<file path="src/rtl/serial_a_paralelo_idle_pkg.sv">
// Shared PHY symbol constants and FSM encodings for the serial IDLE link.
// Used by the transmitter and by serial_a_paralelo_idle.
package serial_a_paralelo_idle_pkg;

  localparam int         DATA_W_DEF  = 8;
  localparam logic [7:0] COM_SYM     = 8'hBC;
  localparam logic [7:0] IDLE_SYM    = 8'h7C;
  localparam int         ALIGN_DEF   = 4;

  localparam logic [1:0] SEARCH = 2'd0;
  localparam logic [1:0] ALIGN  = 2'd1;
  localparam logic [1:0] ACTIVE = 2'd2;

endpackage

</file>
<file path="src/rtl/serial_a_paralelo_idle.sv">
// Serial-to-parallel IDLE receiver: COM hunt, byte lock, payload strobe.
// COM and IDLE filler are dropped once the link is active.
module serial_a_paralelo_idle
  import serial_a_paralelo_idle_pkg::*;
#(
  parameter int                DATA_W      = DATA_W_DEF,
  parameter logic [DATA_W-1:0] COM         = COM_SYM,
  parameter logic [DATA_W-1:0] IDLE        = IDLE_SYM,
  parameter int                ALIGN_COUNT = ALIGN_DEF
) (
  input  logic              clk32f,
  input  logic              reset,
  input  logic              in,
  output logic [DATA_W-1:0] data_out,
  output logic              valid_out,
  output logic              active
);

  localparam int BW  = $clog2(DATA_W);
  localparam int CW  = $clog2(ALIGN_COUNT) + 1;
  localparam logic [BW-1:0] LAST = BW'(DATA_W - 1);
  localparam logic [CW-1:0] NEED = CW'(ALIGN_COUNT);

  logic [1:0]        state;
  logic [DATA_W-1:0] sr;
  logic [DATA_W-1:0] nxt;
  logic [BW-1:0]     bit_cnt;
  logic [CW-1:0]     bc_cnt;
  logic [CW-1:0]     bc_inc;
  logic              boundary;
  logic              is_com;
  logic              is_idle;

  assign nxt      = {sr[DATA_W-2:0], in};
  assign bc_inc   = bc_cnt + CW'(1);
  assign boundary = (bit_cnt == LAST);
  assign is_com   = (nxt == COM);
  assign is_idle  = (nxt == IDLE);

  always_ff @(posedge clk32f) begin
    if (!reset) begin
      state     <= SEARCH;
      sr        <= '0;
      bit_cnt   <= '0;
      bc_cnt    <= '0;
      data_out  <= '0;
      valid_out <= 1'b0;
      active    <= 1'b0;
    end else begin
      sr        <= nxt;
      valid_out <= 1'b0;
      case (state)
        SEARCH: begin
          if (is_com) begin
            state   <= ALIGN;
            bc_cnt  <= CW'(1);
            bit_cnt <= '0;
          end
        end
        ALIGN: begin
          bit_cnt <= bit_cnt + BW'(1);
          if (boundary) begin
            if (is_com && bc_inc == NEED) begin
              state  <= ACTIVE;
              active <= 1'b1;
            end else if (is_com) begin
              bc_cnt <= bc_inc;
            end else begin
              // a broken COM run forces a fresh bit-level hunt
              state  <= SEARCH;
              bc_cnt <= '0;
            end
          end
        end
        ACTIVE: begin
          bit_cnt <= bit_cnt + BW'(1);
          if (boundary && !is_com && !is_idle) begin
            data_out  <= nxt;
            valid_out <= 1'b1;
          end
        end
        default: state <= SEARCH;
      endcase
    end
  end

endmodule

</file>
<file path="config.mk">
export PLATFORM = sky130hd
export DESIGN_NAME = serial_a_paralelo_idle
export DESIGN_NICKNAME = d
export VERILOG_FILES = /design/src/rtl/serial_a_paralelo_idle_pkg.sv /design/src/rtl/serial_a_paralelo_idle.sv
export SDC_FILE = /design/constraint.sdc
export NUM_CORES = 1
export LEC_CHECK = 0
export ABC_AREA = 1
export CORE_UTILIZATION = 50
export DETAILED_ROUTE_END_ITERATION = 7
export GPL_TIMING_DRIVEN = 0
export PLACE_DENSITY = 0.82
export SYNTH_ARGS = -nofsm -noshare
export SYNTH_HDL_FRONTEND = slang
export SYNTH_SLANG_ARGS = --single-unit
export TNS_END_PERCENT = 100
</file>
<file path="constraint.sdc">
create_clock -name clk32f -period 2.7 [get_ports clk32f]
set_clock_uncertainty 0.05 [all_clocks]
set_input_delay 0.81 -clock clk32f [delete_from_list [all_inputs] [get_ports clk32f]]
set_output_delay 0.81 -clock clk32f [all_outputs]
set_load 0.01 [all_outputs]
</file>
==> flow_summary.rst, run 1 <==
.. list-table::
   :header-rows: 1

   * - Metric
     - Value
   * - Result of the run
     - completed
   * - Final GP Congestion
     - 0.743
   * - Critical path's largest stage delay
     - ~540 ps
   * - Shortest period the worst path allows
     - about 2100 ps
   * - Routed length on met1
     - roughly 1 mm
   * - CP Class
     - flop to primary output
   * - Kind of cell with the highest combined delay on the critical path
     - buffers and inverters
   * - CP Buf/Inv Count
     - 1
   * - Leading cell types by count after synthesis
     - nand2_1, inv_1, nor2_1
   * - Number of fill cells
     - 214
   * - Post-DR vias/cell
     - approximately 4.7
   * - Resized Gates After CTS
     - 0
   * - Clock root cell
     - clkbuf_4
   * - Number of standard cells after synthesis
     - between 150 and 200
   * - Most numerous cell in the Yosys netlist
     - nand2_1
   * - Post-route ant nets
     - 0
   * - Slowest library cell on the worst path
     - clkdlybuf4s50_1
   * - Number of enable flip-flop cells after synthesis
     - 0
   * - CTS tree
     - done
   * - Cell leakage power
     - about 0.0007 µW
   * - Mapped Nets
     - 177
   * - Count of max-cap constraint violations
     - 0
   * - Vias in the first global route
     - around 960
   * - CP Capture Type
     - primary output
   * - Largest fanout on the critical path
     - 2
   * - Multi-input combinational cell area
     - roughly 570 µm²
   * - Max Transition Viols Final
     - 0
   * - Total power draw
     - around 560 µW
   * - Die area
     - between 2000 and 3000 µm²
   * - Sequential cell area
     - about 500 µm²
   * - Slew @ Worst Pin
     - between 400 and 500 ps
   * - Met2 wire len
     - around 1.1 mm
   * - Setup TNS
     - 0 ps
   * - Fraction of final layout cells sized beyond drive strength 1
     - 0.0824
   * - Required time of the critical path
     - 1840 ps
   * - Seq/Total Area, Yosys
     - 0.416
   * - Leading cell types by total area after synthesis
     - dfxtp_1, nand2_1, inv_1
   * - Tot GR Track Use
     - 0.197
   * - Final antenna diode count
     - 0
   * - CTS Buffer Depth
     - 2
   * - Cell Chain, Critical Path
     - clkdlybuf4s50_1
   * - Clk sink count
     - 25
   * - Io pins
     - 13
   * - Relative slew margins
     - 0.690
   * - Met3 routed wirelength
     - around 46 µm
   * - Vert. Die Dim
     - between 50 and 60 µm
   * - Number of nets in the layout
     - slightly below 200
   * - DRC errors left
     - 0
   * - Synth Cell Area
     - 1200 µm²
   * - Leading area contributor after synthesis
     - dfxtp_1
   * - Peak ir drop on the vdd network
     - ~0.32 mV
   * - Setup violations, final
     - 0
   * - H-Tree Depth
     - 1
   * - Async set-reset flop share out of synthesis
     - 0
   * - RSZ-0062 raised after global routing
     - false
   * - Number of DRC markers in iteration 0
     - 20
   * - Leading register cell type out of synthesis
     - dfxtp_1
   * - Standard-cell row count
     - 17
   * - Insertion delay of the later-clocked pin in the worst-skew pair
     - about 320 ps
   * - Final hold vios
     - 0
   * - Cts-stage hold buffer count
     - 0
   * - Area share of the leading cell type in the synthesized netlist
     - 0.416
   * - Post-detailed-placement half-perimeter wirelength
     - 1.63 mm
   * - Area added between synthesis and finish
     - 15.2%
   * - Vias post-DR
     - approximately 1000
   * - Port Buffer Count
     - 12
   * - Top routing layer in use
     - met4
   * - Power per Cell Area
     - approximately 400 nW/µm²
   * - Final worst-path cycle share
     - 0.769
   * - Buffer count from post-CTS setup fixing
     - 0
   * - Mean Syn Cell Area
     - roughly 7.3 µm²
   * - Max Clock Freq
     - approximately 480 MHz
   * - Congestion Overflow GR
     - 0
   * - Crit path DAT
     - approximately 1200 ps
   * - Class of the tightest hold or removal check
     - flop to flop
   * - Routed length per placed instance
     - 10.2 µm
   * - TritonCTS buffer count
     - 3
   * - Number of antenna violations at the first check in global routing
     - 0
   * - Number of detailed-routing iterations run before antenna repair
     - 4
   * - Launching element type of the critical path
     - flop
   * - Clock transition at path regs
     - 140 ps
   * - Final routed wirelength across all metal layers
     - around 2.1 mm
   * - Count of different cell masters after synthesis
     - 20
   * - First-pass GRT wire length
     - 3.90 mm
   * - Largest net degree at the start of global routing
     - 15
   * - Effective utilization at floorplan
     - 0.539
   * - Total number of yosys warnings
     - 0
   * - Total of flip-flops plus latches after synthesis
     - 25
   * - Core region area
     - about 2200 µm²
   * - Die width
     - roughly 51 µm
[cell usage in the layout, fill, tap and decap left out, drive strengths merged]
cell           count
a21oi              3
inv               31
clkinv             1
nand2             48
dfxtp             25
clkdlybuf4s50     12
nor3               1
ha                 8
or2                1
nor2              35
nand4              3
buf                1
nor3b              1
nand3              2
a21boi             1
o21ai              4
clkbuf             5
[worst paths after layout]
check | start | to | slack (ps) | cells past startpoint
setup / recovery | data_out[0] | data_out[0] | 620 | 1
hold / removal | sr[5] | sr[6] | 410 | 2
setup reg to reg | bc_cnt[0] | bc_cnt[1] | 1080 | 8
hold reg to reg | sr[5] | sr[6] | 410 | 2
[flip-flops by register name, summed over array words and instances (netlist names)]
signal / flops
valid_out: 1
sr: 7
bit_cnt: 3
data_out: 8
active: 1
bc_cnt: 3
state: 2
[logic make-up (layout without fill, tap and decap cells)]
group | Yosys count | count (layout) | share of synthesized area
adder cells (fa/ha/maj) | 8 | 8 | 0.0832
flip-flops | 25 | 25 | 0.416
buffers and inverters | 34 | 50 | 0.112
AO/OA/AOI/OAI | 8 | 8 | 0.0384
AND/OR/NAND/NOR | 91 | 91 | 0.350
[cell type report]
class / instances / area share
multi-input cells: 107 / 0.410
flip-flops and latches: 25 / 0.361
repair buffers: 12 / 0.0866
inverters: 31 / 0.0839
well taps: 28 / 0.0253
clock buffers: 3 / 0.0162
plain buffers: 3 / 0.0135
clock inverters: 1 / 0.00361
[per-layer routing]
| metal | up-vias | GRT usage |
|---|---|---|
| li1 | 520 | - |
| met1 | 452 | 0.230 |
| met2 | 8 | 0.360 |
| met3 | 4 | 0.0298 |
| met4 | 0 | 0.0694 |
| met5 | - | 0 |
[power by group]
group / switching (µW) / total (µW) / leakage, µW / internal, µW
Combinational: 9.80 / 15.0 / 0.000482 / 5.22
Clock: 115 / 171 / 0.0000177 / 55.5
Sequential: 1.73 / 373 / 0.000202 / 371
[metrics by stage]
step	instance area (µm²)	setup slack [ps]	cells	util	hold slack (ps)
after floorplan	1200	1000	166	-	371
after global placement	1360	415	206	0.608	378
after detailed placement	1360	390	206	0.608	388
after CTS	1390	609	210	0.621	401
after global routing	1390	561	210	0.621	430
final	1390	624	210	0.621	410
Power figures use the tool's default switching activity.
==> inputs of run 2 (changes only) <==
clock period = 2 ns   (was 2.7 ns; I/O delays follow)
==> results of run 2 <==
The final DEF is identical to that of run 1. Status: completed.
Among the figures that moved: setup slack after placement 390 ps -> -100 ps; setup slack after layout 624 ps -> 134 ps; register-to-register setup slack 1080 ps -> 380 ps; total power 559 µW -> 754 µW; worst IR drop on VDD 0.325 mV -> 0.438 mV
